==> src/rtl/core_result_sink_pkg.sv <==
// Shared definitions for the core result sink: response codes and entry packing.
package core_result_sink_pkg;

   typedef enum logic [1:0] {
      RSP_IDLE = 2'b00,
      RSP_ACK  = 2'b01,
      RSP_DROP = 2'b10
   } rsp_e;

   localparam int unsigned TAG_BITS = 2;
   localparam int unsigned TS_BITS  = 32;
   localparam int unsigned CNT_BITS = 32;

   // Width of one buffered {tag, data} entry, timestamp excluded.
   function automatic int unsigned entry_bits(input int unsigned data_width);
      return TAG_BITS + data_width;
   endfunction

endpackage

==> src/rtl/core_result_sink_if.sv <==
// Core <-> peripheral result-reporting link: capture strobe out of the core,
// one-cycle ACK/DROP response back into it.
interface core_result_sink_if #(
   parameter int unsigned DATA_WIDTH = 32
);
   logic [1:0]            to_peripheral;
   logic [DATA_WIDTH-1:0] to_peripheral_data;
   logic                  to_peripheral_valid;
   logic [1:0]            from_peripheral;
   logic [31:0]           from_peripheral_data;
   logic                  from_peripheral_valid;

   modport master (
      output to_peripheral, to_peripheral_data, to_peripheral_valid,
      input  from_peripheral, from_peripheral_data, from_peripheral_valid
   );

   modport slave (
      input  to_peripheral, to_peripheral_data, to_peripheral_valid,
      output from_peripheral, from_peripheral_data, from_peripheral_valid
   );
endinterface

==> src/rtl/core_result_sink_result_fifo.sv <==
// First-word-fall-through FIFO with synchronous flush. The head entry is read
// combinationally from the array; push and pop may occur together when full.
module result_fifo #(
   parameter int unsigned WIDTH      = 34,
   parameter int unsigned DEPTH_BITS = 3
) (
   input  logic                  clock,
   input  logic                  reset,
   input  logic                  i_push,
   input  logic                  i_pop,
   input  logic                  i_flush,
   input  logic [WIDTH-1:0]      i_wdata,
   output logic [WIDTH-1:0]      o_rdata,
   output logic                  o_full,
   output logic                  o_empty,
   output logic [DEPTH_BITS:0]   o_count
);

   localparam int unsigned DEPTH = 1 << DEPTH_BITS;

   logic [WIDTH-1:0]      r_mem [DEPTH];
   logic [DEPTH_BITS-1:0] r_wr_ptr;
   logic [DEPTH_BITS-1:0] r_rd_ptr;
   logic [DEPTH_BITS:0]   r_count;
   logic                  w_do_push;
   logic                  w_do_pop;

   assign o_full    = (r_count == (DEPTH_BITS+1)'(DEPTH));
   assign o_empty   = (r_count == '0);
   assign o_count   = r_count;
   assign o_rdata   = r_mem[r_rd_ptr];
   assign w_do_pop  = i_pop & ~o_empty & ~i_flush;
   assign w_do_push = i_push & (~o_full | w_do_pop) & ~i_flush;

   // Storage array: written at the tail on every accepted push.
   always_ff @(posedge clock) begin
      if (w_do_push) r_mem[r_wr_ptr] <= i_wdata;
   end

   // Pointer and occupancy tracking; flush outranks push and pop.
   always_ff @(posedge clock or posedge reset) begin
      if (reset) begin
         r_wr_ptr <= '0;
         r_rd_ptr <= '0;
         r_count  <= '0;
      end else if (i_flush) begin
         r_wr_ptr <= '0;
         r_rd_ptr <= '0;
         r_count  <= '0;
      end else begin
         if (w_do_push) r_wr_ptr <= r_wr_ptr + DEPTH_BITS'(1);
         if (w_do_pop)  r_rd_ptr <= r_rd_ptr + DEPTH_BITS'(1);
         case ({w_do_push, w_do_pop})
            2'b10:   r_count <= r_count + (DEPTH_BITS+1)'(1);
            2'b01:   r_count <= r_count - (DEPTH_BITS+1)'(1);
            default: r_count <= r_count;
         endcase
      end
   end

endmodule

==> src/rtl/core_result_sink.sv <==
// Result sink top: captures core result strobes into a FWFT FIFO for the host,
// answers each strobe with ACK/DROP, and keeps word and overflow counters.
// Optional feature macro: CORE_RESULT_SINK_TIMESTAMP_EN (per-entry capture cycle).
module core_result_sink
   import core_result_sink_pkg::*;
#(
   parameter int unsigned DATA_WIDTH = 32,
   parameter int unsigned DEPTH_BITS = 3,
   parameter int unsigned OVF_BITS   = 16
) (
   input  logic                  clock,
   input  logic                  reset,
   core_result_sink_if.slave     link,
   output logic                  host_valid,
   input  logic                  host_ready,
   output logic [1:0]            host_tag,
   output logic [DATA_WIDTH-1:0] host_data,
   output logic [31:0]           host_timestamp,
   input  logic                  flush,
   output logic [DEPTH_BITS:0]   fifo_count,
   output logic [OVF_BITS-1:0]   overflow_count
);

   localparam int unsigned BASE_W = entry_bits(DATA_WIDTH);
`ifdef CORE_RESULT_SINK_TIMESTAMP_EN
   localparam int unsigned ENTRY_W = BASE_W + TS_BITS;
`else
   localparam int unsigned ENTRY_W = BASE_W;
`endif

   logic [ENTRY_W-1:0]  w_wdata;
   logic [ENTRY_W-1:0]  w_rdata;
   logic                w_full;
   logic                w_empty;
   logic                w_pop;
   logic                w_push;
   logic                w_drop;
   logic [CNT_BITS-1:0] w_word_next;
   logic [CNT_BITS-1:0] r_word_cnt;
   logic [OVF_BITS-1:0] r_ovf_cnt;
   logic                r_rsp_valid;
   rsp_e                r_rsp_code;
   logic [CNT_BITS-1:0] r_rsp_data;

   // A full FIFO still accepts when the head leaves in the same cycle;
   // flush swallows any same-cycle strobe without counting it as overflow.
   assign w_pop       = host_valid & host_ready;
   assign w_push      = link.to_peripheral_valid & ~flush & (~w_full | w_pop);
   assign w_drop      = link.to_peripheral_valid & ~flush & w_full & ~w_pop;
   assign w_word_next = r_word_cnt + CNT_BITS'(1);

`ifdef CORE_RESULT_SINK_TIMESTAMP_EN
   logic [TS_BITS-1:0] r_cycle;

   // Free-running capture-cycle counter, wraps naturally.
   always_ff @(posedge clock or posedge reset) begin
      if (reset) r_cycle <= '0;
      else       r_cycle <= r_cycle + TS_BITS'(1);
   end

   assign w_wdata        = {r_cycle, link.to_peripheral, link.to_peripheral_data};
   assign host_timestamp = w_rdata[ENTRY_W-1 -: TS_BITS];
`else
   assign w_wdata        = {link.to_peripheral, link.to_peripheral_data};
   assign host_timestamp = '0;
`endif

   assign host_valid = ~w_empty;
   assign host_tag   = w_rdata[BASE_W-1 -: TAG_BITS];
   assign host_data  = w_rdata[DATA_WIDTH-1:0];

   result_fifo #(
      .WIDTH      (ENTRY_W),
      .DEPTH_BITS (DEPTH_BITS)
   ) u_fifo (
      .clock   (clock),
      .reset   (reset),
      .i_push  (w_push),
      .i_pop   (w_pop),
      .i_flush (flush),
      .i_wdata (w_wdata),
      .o_rdata (w_rdata),
      .o_full  (w_full),
      .o_empty (w_empty),
      .o_count (fifo_count)
   );

   // Accepted-word counter, wraps at 2**32.
   always_ff @(posedge clock or posedge reset) begin
      if (reset)       r_word_cnt <= '0;
      else if (w_push) r_word_cnt <= w_word_next;
   end

   // Overflow counter, saturating at all-ones.
   always_ff @(posedge clock or posedge reset) begin
      if (reset)                           r_ovf_cnt <= '0;
      else if (w_drop && r_ovf_cnt != '1)  r_ovf_cnt <= r_ovf_cnt + OVF_BITS'(1);
   end

   // One response per strobe, presented in the cycle after capture.
   always_ff @(posedge clock or posedge reset) begin
      if (reset) begin
         r_rsp_valid <= 1'b0;
         r_rsp_code  <= RSP_IDLE;
         r_rsp_data  <= '0;
      end else begin
         r_rsp_valid <= link.to_peripheral_valid;
         if (w_push) begin
            r_rsp_code <= RSP_ACK;
            r_rsp_data <= w_word_next;
         end else if (link.to_peripheral_valid) begin
            r_rsp_code <= RSP_DROP;
            r_rsp_data <= r_word_cnt;
         end else begin
            r_rsp_code <= RSP_IDLE;
         end
      end
   end

   assign link.from_peripheral       = r_rsp_code;
   assign link.from_peripheral_data  = r_rsp_data;
   assign link.from_peripheral_valid = r_rsp_valid;
   assign overflow_count             = r_ovf_cnt;

endmodule

==> src/flat_wrapper.sv <==
// flat-port wrapper written by rule: the top's interface ports become plain ports
module core_result_sink_flat import core_result_sink_pkg::*;
#(
   parameter int unsigned DATA_WIDTH = 32,
   parameter int unsigned DEPTH_BITS = 3,
   parameter int unsigned OVF_BITS   = 16
)
  (clock, reset, host_valid, host_ready, host_tag, host_data, host_timestamp, flush, fifo_count, overflow_count, link_to_peripheral, link_to_peripheral_data, link_to_peripheral_valid, link_from_peripheral, link_from_peripheral_data, link_from_peripheral_valid);
  core_result_sink_if #(.DATA_WIDTH(DATA_WIDTH)) link_i ();
  input  logic clock;
  input  logic reset;
  output logic host_valid;
  input  logic host_ready;
  output logic [1:0] host_tag;
  output logic [DATA_WIDTH-1:0] host_data;
  output logic [31:0] host_timestamp;
  input  logic flush;
  output logic [DEPTH_BITS:0] fifo_count;
  output logic [OVF_BITS-1:0] overflow_count;
  input wire logic [$bits(link_i.to_peripheral)-1:0] link_to_peripheral;
  input wire logic [$bits(link_i.to_peripheral_data)-1:0] link_to_peripheral_data;
  input wire logic [$bits(link_i.to_peripheral_valid)-1:0] link_to_peripheral_valid;
  output wire logic [$bits(link_i.from_peripheral)-1:0] link_from_peripheral;
  output wire logic [$bits(link_i.from_peripheral_data)-1:0] link_from_peripheral_data;
  output wire logic [$bits(link_i.from_peripheral_valid)-1:0] link_from_peripheral_valid;
  assign link_i.to_peripheral = link_to_peripheral;
  assign link_i.to_peripheral_data = link_to_peripheral_data;
  assign link_i.to_peripheral_valid = link_to_peripheral_valid;
  assign link_from_peripheral = link_i.from_peripheral;
  assign link_from_peripheral_data = link_i.from_peripheral_data;
  assign link_from_peripheral_valid = link_i.from_peripheral_valid;
  core_result_sink #(.DATA_WIDTH(DATA_WIDTH), .DEPTH_BITS(DEPTH_BITS), .OVF_BITS(OVF_BITS)) u_core (.clock(clock), .reset(reset), .link(link_i), .host_valid(host_valid), .host_ready(host_ready), .host_tag(host_tag), .host_data(host_data), .host_timestamp(host_timestamp), .flush(flush), .fifo_count(fifo_count), .overflow_count(overflow_count));
endmodule
==> config.mk <==
export PLATFORM = sky130hd
export DESIGN_NAME = core_result_sink_flat
export DESIGN_NICKNAME = d
export VERILOG_FILES = /design/src/rtl/core_result_sink_pkg.sv /design/src/rtl/core_result_sink_if.sv /design/src/rtl/core_result_sink_result_fifo.sv /design/src/rtl/core_result_sink.sv /design/src/flat_wrapper.sv
export SDC_FILE = /design/constraint.sdc
export NUM_CORES = 1
export LEC_CHECK = 0
export ABC_AREA = 1
export CORE_MARGIN = 5
export CORE_UTILIZATION = 55
export DETAILED_ROUTE_END_ITERATION = 10
export GPL_ROUTABILITY_DRIVEN = 0
export GPL_TIMING_DRIVEN = 0
export HOLD_SLACK_MARGIN = 0.02
export PLACE_DENSITY = 0.8
export SYNTH_ARGS = -nofsm -noshare
export SYNTH_HDL_FRONTEND = slang
export SYNTH_SLANG_ARGS = --single-unit
==> constraint.sdc <==
create_clock -name clock -period 3.5 [get_ports clock]
set_input_delay 0.7 -clock clock [delete_from_list [all_inputs] [get_ports clock]]
set_output_delay 0.7 -clock clock [all_outputs]
set_load 0.01 [all_outputs]
==> results by group, run 1 <==
Die
  – Die area: 30800 sq um
  – Top Ports: 161
  – Core Footprint: 27000 sq um
  – Num rows: 60
  – Chip width: 176 um
  – Starting Density: 56.0%
  – Die height: approximately 180 um

STA
  – Post-layout minimum cycle time: 3.40 ns
  – Worst slew margin: 53.3%
  – Setup violators final: 0
  – Fin Hold WS: between 0.4 and 0.5 ns
  – Max-slew violations: 0
  – Fmax achieved: between 0.2 and 0.3 GHz
  – Final Hold Vio Count: 0
  – Post-route clock period utilization: 97.0%
  – Clock Skew: 0.0204 ns
  – Final setup margin: between 0.1 and 0.15 ns
  – Worst-Margin Slew: around 0.70 ns

Routing
  – Post-Route WL: about 37000 um
  – Remaining DRCs: 0
  – DR vias: 10599
  – DR iter-0 viols: roughly 1100
  – Pre-Repair DR Iteration Count: 5
  – DR WL/cell: 19.3 um
  – Final ANT Viol Nets: 0
  – Avg Vias per Cell: 5.59

Synth
  – Seq cells post-synth: 365
  – Most common cell in the synthesized netlist: nor2_1
  – Yosys top cell area share: 54.2%
  – Post-synth cell types: 37
  – Sequential share of the synthesized area: approximately 70%
  – Asr flop ratio synth: 25.5%
  – Most used DFF post-synth: edfxtp_1
  – Netlist Area Pre-Place: 15100 sq um
  – Cell taking the most area after synthesis: edfxtp_1
  – Synthesized instance count: 1325
  – Synth warnings: 0
  – Post-synth EDFFs: 272
  – Avg Inst Size Synth: 11.4 sq um
  – Top post-synthesis cells by area: edfxtp_1 (54%), dfrtp_1 (15%), nor2_1 (6.8%), o21ai_0 (4.9%), nand2_1 (4.7%)
  – Commonest cells post-synth: nor2_1 (274), edfxtp_1 (272), nand2_1 (187)

CTS
  – H-tree levels: 2
  – Max clock buf depth: 3
  – Hold buffer count at cts: 0
  – Clock root buffer: clkbuf_16
  – Clock transition at path regs: about 0.060 ns
  – Worst skew pair latency: 0.53 ns
  – TritonCTS clock tree: done
  – # clock sinks: 365
  – Number of CTS-inserted buffers: 36

Run status
  – Status: finished, final reports clean

Critical path
  – Worst Path Required: 2.80 ns
  – Worst reg2reg path startpoint: u_core.u_fifo.o_count[0]$_DFFE_PP0P_
  – R2R Path End: u_core.u_fifo.r_mem[7][33]$_DFFE_PP_
  – Worst setup SP type: register
  – Worst Path Max Fanout: 10
  – Data arrival, critical path: approximately 2.7 ns
  – R2R depth: 8
  – Critical path start-end classification: register to output port
  – R2R setup slack: 1.04 ns
  – CP endpoint kind: output port

Cells and area
  – Footprint of the multi-input gates: 4080 sq um
  – Synthesis-to-finish area growth: 22.9%
  – Fraction of layout cells with a size suffix above 1: a little under an eighth
  – Nets: 1575
  – Layout Cells excl Fill: around 1900
  – Register area: around 10000 sq um
  – Fillers: 1799
  – Diode count: 0

Power
  – Psw: 3.59 mW
  – Pwr Total: 12.0 mW
  – Pint: 8.41 mW
  – VDD IR max: 0.392 mV
  – Combinational Power Share: 25.2%
  – Leak: roughly 7.2 nW
  – Share of total power in sequential cells: 41.8%
  – Cell Pwr Density: 648 nW/um^2
  – Switching Fraction: 29.9%
  – Clock group share of total power: 33.0%

Hold path
  – Worst Hold Depth: 2
  – HP Start: u_core.link.from_peripheral_data[4]$_DFFE_PP0P_
  – Worst hold path endpoint: u_core.link.from_peripheral_data[4]$_DFFE_PP0P_
  – Min-Delay Path Class: register to register

GRT
  – GRT overflow: 0
  – Largest net degree at the start of global routing: about 70
  – Number of global-route vias before repair: 10799
  – Initial antenna violation count: 0
  – First-pass GRT wire length: around 58000 um
  – Gr usage total: 23.7%

Job
  – MaxCap Viol Count: 0

Placement
  – Post-DP HPWL: 23400 um
  – IO buf count: about 130
  – Cells after DPL: ~1800
  – Dpl ws: roughly 0.12 ns
-- area by class of cell --
type / count / area share [%]
buffer: 91 / 2.96
clock buffer: 44 / 5.19
clock inverter: 20 / 1.34
inverter: 57 / 1.21
multi-input combinational: 842 / 22.0
sequential: 365 / 56.7
tap: 341 / 2.30
timing repair buffer: 137 / 8.33
-- cells in the final DEF, fill, tap and decap left out, drive strengths merged --
cell type        n
a21oi            2
a31oi           35
and2             4
buf             58
bufinv           5
clkbuf          86
clkdlybuf4s50  119
clkinv          12
conb            32
dfrtp           93
dlygate4sd2      2
dlymetal6s2s     7
edfxtp         272
ha               6
inv             60
nand2          195
nand3           33
nand3b           5
nand4            9
nor2           286
nor3             9
nor4             2
o21ai          151
o21bai           1
o22ai           35
or2              1
xnor2           12
xor2            24
-- power by group through the flow --
stage	Clock [mW]	Sequential [mW]	Combinational (mW)
detailed placement	0	5.10	2.91
finish	3.96	5.02	3.02
global placement	0	5.10	2.79
floorplan	0	5.11	1.55
global route	4.19	5.04	3.27
CTS	3.99	5.02	3.01
-- what timing repair did --
item | 4_1_cts | 5_1_grt
pin swaps | 1 | 1
endpoints found under the setup margin | 34 | 28
setup buffers | 0 | 0
gates resized for setup | 37 | 27
endpoints found under the hold margin | 0 | 0
-- flip-flops by register name, summed over array words and instances (netlist names) --
register and cells:
u_core.link.from_peripheral_valid 1, u_core.u_fifo.o_count 4, u_core.link.from_peripheral_data 32, u_core.link.from_peripheral 2, u_core.u_fifo.r_wr_ptr 3, u_core.u_fifo.r_mem 272
u_core.r_word_cnt 32, u_core.u_fifo.r_rd_ptr 3, u_core.overflow_count 16
-- stage by stage --
step | area [sq um] | utilization, % | TNS (ns)
after CTS | 18500 | 68.6 | 0
after detailed placement | 17200 | 63.9 | 0
final | 18500 | 68.8 | 0
after global routing | 18500 | 68.8 | -0.00280
after floorplan | 15200 | - | 0
after global placement | 16900 | 62.7 | -507.07
-- worst max-delay path by stage --
stage / to / cells after the start / start / slack, ns
2_1_floorplan: u_core.u_fifo.r_mem[0][0]$_DFFE_PP_ / 8 / link_to_peripheral_valid / 0.23
3_3_place_gp: u_core.u_fifo.r_mem[0][10]$_DFFE_PP_ / 9 / link_to_peripheral_valid / -1.59
3_5_place_dp: u_core.u_fifo.r_mem[0][10]$_DFFE_PP_ / 10 / link_to_peripheral_valid / 0.12
6_report: host_data[6] / 8 / u_core.u_fifo.r_rd_ptr[0]$_DFFE_PP0P_ / 0.10
5_1_grt: host_data[30] / 7 / u_core.u_fifo.r_rd_ptr[1]$_DFFE_PP0P_ / -0.003
4_1_cts: host_data[23] / 8 / u_core.u_fifo.r_rd_ptr[0]$_DFFE_PP0P_ / 0.01
-- worst max-delay path, cell delays in order (launching register included) --
cell and delay (ns):
dfrtp_2 0.45, buf_6 0.18, clkbuf_4 0.21, clkbuf_4 0.24, nor2_1 0.08, o22ai_1 0.15
nor2_1 0.09, a31oi_1 0.19, clkdlybuf4s50_1 0.56
-- per-layer routing --
| layer | global-route usage, % | part of all wire [%] | wire length, um | up-vias |
|---|---|---|---|---|
| li1 | - | - | - | 4908 |
| met1 | 30.2 | 38 | 14000 | 5101 |
| met2 | 41.5 | 50 | 18500 | 515 |
| met3 | 4.24 | 8.6 | 3160 | 75 |
| met4 | 7.70 | 2.5 | 908 | 0 |
| met5 | 0 | 0 | 0 | - |
-- logic make-up after synthesis --
kind of cell / count (synthesis) / synth area share, %
adders and majority gates: 6 / 0.498
DFF: 365 / 69.6
AOI/OAI and AO/OA: 224 / 8.06
xor gates and xnor gates: 36 / 2.09
and+or+nand+nor: 544 / 15.0
buffers and inverters: 149 / 4.70
other: 1 / 0.0249
(Power assumes the default switching activity.)
==> run 2: changes to the inputs <==
--- a/config.mk
+++ b/config.mk
@@ -9,10 +9,11 @@
 export CORE_MARGIN = 5
 export CORE_UTILIZATION = 55
 export DETAILED_ROUTE_END_ITERATION = 10
+export DONT_BUFFER_PORTS = 1
 export GPL_ROUTABILITY_DRIVEN = 0
 export GPL_TIMING_DRIVEN = 0
 export HOLD_SLACK_MARGIN = 0.02
-export PLACE_DENSITY = 0.8
+export PLACE_DENSITY = 0.72
 export SYNTH_ARGS = -nofsm -noshare
 export SYNTH_HDL_FRONTEND = slang
 export SYNTH_SLANG_ARGS = --single-unit
==> results by group, run 2 (synthesis gave the netlist of run 1 again) <==
Routing
  – DR iter-0 viols: 829 (-23%)
  – Final ANT Viol Nets: 0 (unchanged)
  – Post-Route M1 WL: 13400 um (-4.8%)
  – Pre-Repair DR Iteration Count: 5 (unchanged)
  – Post-Route WL: 33600 um (-8.1%)
  – Max Used Layer: met4
  – Met3 wire len: 3090 um (-2.0%)
  – DR WL met2: 16400 um (-11%)
  – Remaining DRCs: 0 (unchanged)
  – DR vias: 9733 (-8.2%)
  – DR WL/cell: 19.0 um (-1.4%)
  – Avg Vias per Cell: 5.51 (-1.4%)

Cells and area
  – Largest register FFs: 272 (unchanged)
  – Biggest register: u_core.u_fifo.r_mem
  – Most common cell after layout, fill and taps aside: edfxtp_1
  – Layout Cells excl Fill: 1767 (-6.9%)
  – Final Instance Area: 17100 sq um (-7.8%)
  – Fraction of layout cells with a size suffix above 1: 11.0% (-0.75 points)
  – Diode count: 0 (unchanged)
  – Synthesis-to-finish area growth: 13.3%
  – Nets: 1449 (-8.0%)
  – Fin util: 63.4% (-5.3 points)
  – Most frequent cells in the layout: edfxtp_1 (272), nor2_1 (266), nand2_1 (187)

STA
  – Fmax achieved: 0.299 GHz (+1.5%)
  – Max-slew violations: 0 (unchanged)
  – RSZ-0062 raised after global routing: false
  – Worst-Margin Slew: 0.744 ns (+0.0439 ns)
  – Post-route clock period utilization: 95.6% (-1.5 points)
  – Fin Setup TNS: 0 ns (unchanged)
  – Worst slew margin: 50.4% (-2.9 points)
  – Clock Skew: 0.0133 ns (-0.00707 ns)
  – Final setup margin: 0.156 ns (+0.0511 ns)
  – Fin Hold WS: 0.0448 ns (-0.434 ns)
  – Post-layout minimum cycle time: 3.34 ns (-0.0511 ns)
  – Final Hold Vio Count: 0 (unchanged)
  – Setup violators final: 0 (unchanged)

GRT
  – GRT overflow: 0 (unchanged)
  – Initial antenna violation count: 0 (unchanged)
  – Gr usage total: 21.7% (-2.0 points)
  – Largest net degree at the start of global routing: 66 (-7.0%)
  – First-pass GRT wire length: 52600 um (-9.4%)
  – Number of global-route vias before repair: 9610 (-11%)

CTS
  – # clock sinks: 365 (unchanged)
  – Max clock buf depth: 3 (unchanged)
  – Setup Buffers After CTS: 0 (unchanged)
  – H-tree levels: 2 (unchanged)
  – Number of CTS-inserted buffers: 37 (+2.8%)
  – Worst skew pair latency: 0.52 ns (about the same)
  – Clock root buffer: clkbuf_16
  – Clock transition at path regs: 0.06 ns (about the same)
  – TritonCTS clock tree: done

Hold path
  – Min-Delay Path Class: primary input to async pin

Placement
  – Cells after DPL: 1706 (-7.0%)
  – Post-DP Area: 15900 sq um (-7.4%)
  – Post-DP HPWL: 22300 um (-4.6%)
  – IO buf count: 0 (-100%)
  – Dpl ws: 0.551 ns (+0.433 ns)

Critical path
  – Data arrival, critical path: 2.64 ns (-0.06 ns)
  – Buf/Inv on CP: 2 (-2)
  – Worst setup SP type: register
  – CP max stage cell: clkbuf_1
  – Largest delay share family, worst path: compound AO/OA/AOI/OAI gates
  – Worst Path Max Fanout: 10 (unchanged)
  – Critical path start-end classification: register to output port
  – Worst Path Required: 2.80 ns (about the same)
  – R2R depth: 8 (unchanged)
  – CP endpoint kind: output port
  – Stages on the worst setup path: 6 (-2)
  – Crit-path max cell delay: 0.48 ns (-0.08 ns)
  – Crit-path cells: buf_2 -> clkbuf_1 -> o21ai_0 -> o22ai_1 -> nor2_1 -> a31oi_1

Die
  – Num rows: 60 (unchanged)
  – Core Footprint: 27000 sq um (unchanged)
  – Die height: 176 um (unchanged)
  – Chip width: 176 um (unchanged)
  – Starting Density: 56.0% (unchanged)
  – Die area: 30800 sq um (unchanged)
  – Top Ports: 161 (unchanged)

Power
  – Cell Pwr Density: 645 nW/um^2 (-0.47%)
  – VDD IR max: 0.368 mV (-6.1%)
  – Leak: 6.58 nW (-9.1%)
  – Pwr Total: 11.0 mW (-8.2%)

Run status
  – Status: finished, final reports clean

Job
  – MaxCap Viol Count: 0 (unchanged)
## run 2: layer usage
metal  track usage (%)  vias up
met5                 0        -
met4              6.86        0
met3              5.83       61
met2              36.7      405
met1              27.7     4601
li1                  -     4666
## run 2: report_power, final
part           switching, mW  internal, mW
Clock                   1.55          2.15
Sequential             0.204          4.87
Combinational           1.60         0.646
Total                   3.35          7.67
## run 2: path summary, 6_finish.rpt
path | endpoint | slack [ns] | startpoint
worst min-delay path | u_core.overflow_count[5]$_DFFE_PP0P_ | 0.04 | reset
worst min register to register | u_core.r_word_cnt[13]$_DFFE_PP0N_ | 0.51 | u_core.r_word_cnt[13]$_DFFE_PP0N_
max in group asynchronous | u_core.r_word_cnt[25]$_DFFE_PP0N_ | 2.82 | reset
min in group clock | u_core.link.from_peripheral_valid$_DFF_PP0_ | 0.20 | link_to_peripheral_valid
worst max register to register | u_core.u_fifo.r_mem[1][9]$_DFFE_PP_ | 0.88 | u_core.u_fifo.o_count[2]$_DFFE_PP0P_
worst max-delay path | host_data[27] | 0.16 | u_core.u_fifo.r_rd_ptr[0]$_DFFE_PP0P_
## run 2: layout make-up
class                   instances  area (sq um)
flip-flops and latches        365         10500
repair buffers                  9           248
plain buffers                  92           492
multi-input cells             842          4070
clock inverters                10          57.6
well taps                     341           427
inverters                      57           221
clock buffers                  51          1080
fillers                      2049          9860
## run 2: what timing repair did
| action | 4_1_cts | 5_1_grt |
|---|---|---|
| resized for setup | 0 | 6 |
| hold buffers | 0 | 0 |
| setup endpoints to repair | 0 | 7 |
==> variant, RTL diff (settings of run 1) <==
Build with the macro `CORE_RESULT_SINK_TIMESTAMP_EN` defined.
--- a/src/rtl/core_result_sink.sv
+++ b/src/rtl/core_result_sink.sv
@@ -2,4 +2,6 @@
 // answers each strobe with ACK/DROP, and keeps word and overflow counters.
 // Optional feature macro: CORE_RESULT_SINK_TIMESTAMP_EN (per-entry capture cycle).
+`define CORE_RESULT_SINK_TIMESTAMP_EN
+
 module core_result_sink
    import core_result_sink_pkg::*;
Check against the original RTL: not equivalent (a bounded check fails within 4 cycles, from zero or initial values and one cycle with reset high).
==> variant against run 1 <==
The run now ends with negative setup slack left. Power rose by 71%. Largest power group unchanged. Synthesized area rose by 73%. Clock skew barely moved. Routed wire length rose by 79%. Largest cell class unchanged. Global-route usage rose by 0.41 points. Setup slack got worse by 0.13 ns. Final area rose by 68%. Sequential cell count rose by 288.
==> variant: results <==
logic_synthesis:
  synth_edf_count: 528
  synth.yosys.seq_area_share_pct: 72.7
  synthXorXnorAreaFrac_pct: 2.22
  syn_area_per_cell_sq_um: 11.9
  synth_area_leaders: "edfxtp_1, dfrtp_1, nor2_1, o21ai_0, nand2_1"
  yosys-top-cells-count: "edfxtp_1, nor2_1, o21ai_0"
  synthAdderAreaFrac_pct: 0.336
  synth_cell_types: 36
pwr:
  ir_drop_mv: 0.417
  pg_seq_w: 0.00882
  power_switching_w: 0.00634
final_layout:
  largest_reg_flops: 528
  nMultiInputCombCells: 1348
  multi_input_area_share_pct: 21.0
  num-nonclk-inverters: 74
  drive_gt1_share_pct: 9.87
  fillers: 3156
  nonClkBufAreaFrac_pct: 8.67
  buffers: 295
  syn_to_final_growth_pct: 19.5
  clkCellAreaFrac_pct: 6.10
  layout.nets: 2478
status:
  status: "complete, but fails checks"
  violations: "negative setup slack"
drt:
  dr_wl_met3_mm: 6.13
  dr_wl_met2_mm: 32.3
  drtPass1Iterations: 6
  wl_met1_mm: 25.0
  drt_wl_total_mm: 65.4
sta:
  hold_ws_ns: 0.479
  relSlewSlack_pct: 41.0
  setup_slack_ns: -0.0251
  finalSetupViolations: 1
place:
  portBuffers: 160
  placed_area_sq_um: 29000
setup_path:
  arrival_ns: 2.83
  r2r_setup_slack_ns: 0.55
global_route:
  grt.total_usage_pct: 24.1
  met2_usage_pct: 40.9
  grt_use_met3_pct: 4.96
  grt_pass1_wl_mm: 101
  grt_max_degree: 41
clocking:
  clock-sinks: 653
  numCtsBuffers: 60
[variant: metrics by stage]
stage               utilization (%)  total power [W]  std cells  setup WS (ns)
floorplan                         -           0.0117       2184          -1.10
global placement               60.9           0.0140       2951          -4.19
detailed placement             62.0           0.0142       2971         -0.476
CTS                            66.6           0.0205       3088         -0.124
global route                   66.7           0.0214       3090         -0.149
finish                         66.7           0.0205       3090        -0.0251
[variant: worst paths after layout]
path	startpoint	endpoint
min in group asynchronous	reset	u_core.link.from_peripheral[1]
setup reg to reg	u_core.u_fifo.o_count[0]	u_core.u_fifo.r_mem[0][59]
setup / recovery	u_core.u_fifo.r_rd_ptr[0]	host_data[7]
max in group asynchronous	reset	u_core.u_fifo.r_rd_ptr[1]
hold reg to reg	u_core.link.from_peripheral_data[0]	u_core.link.from_peripheral_data[0]
hold / removal	u_core.link.from_peripheral_data[0]	u_core.link.from_peripheral_data[0]
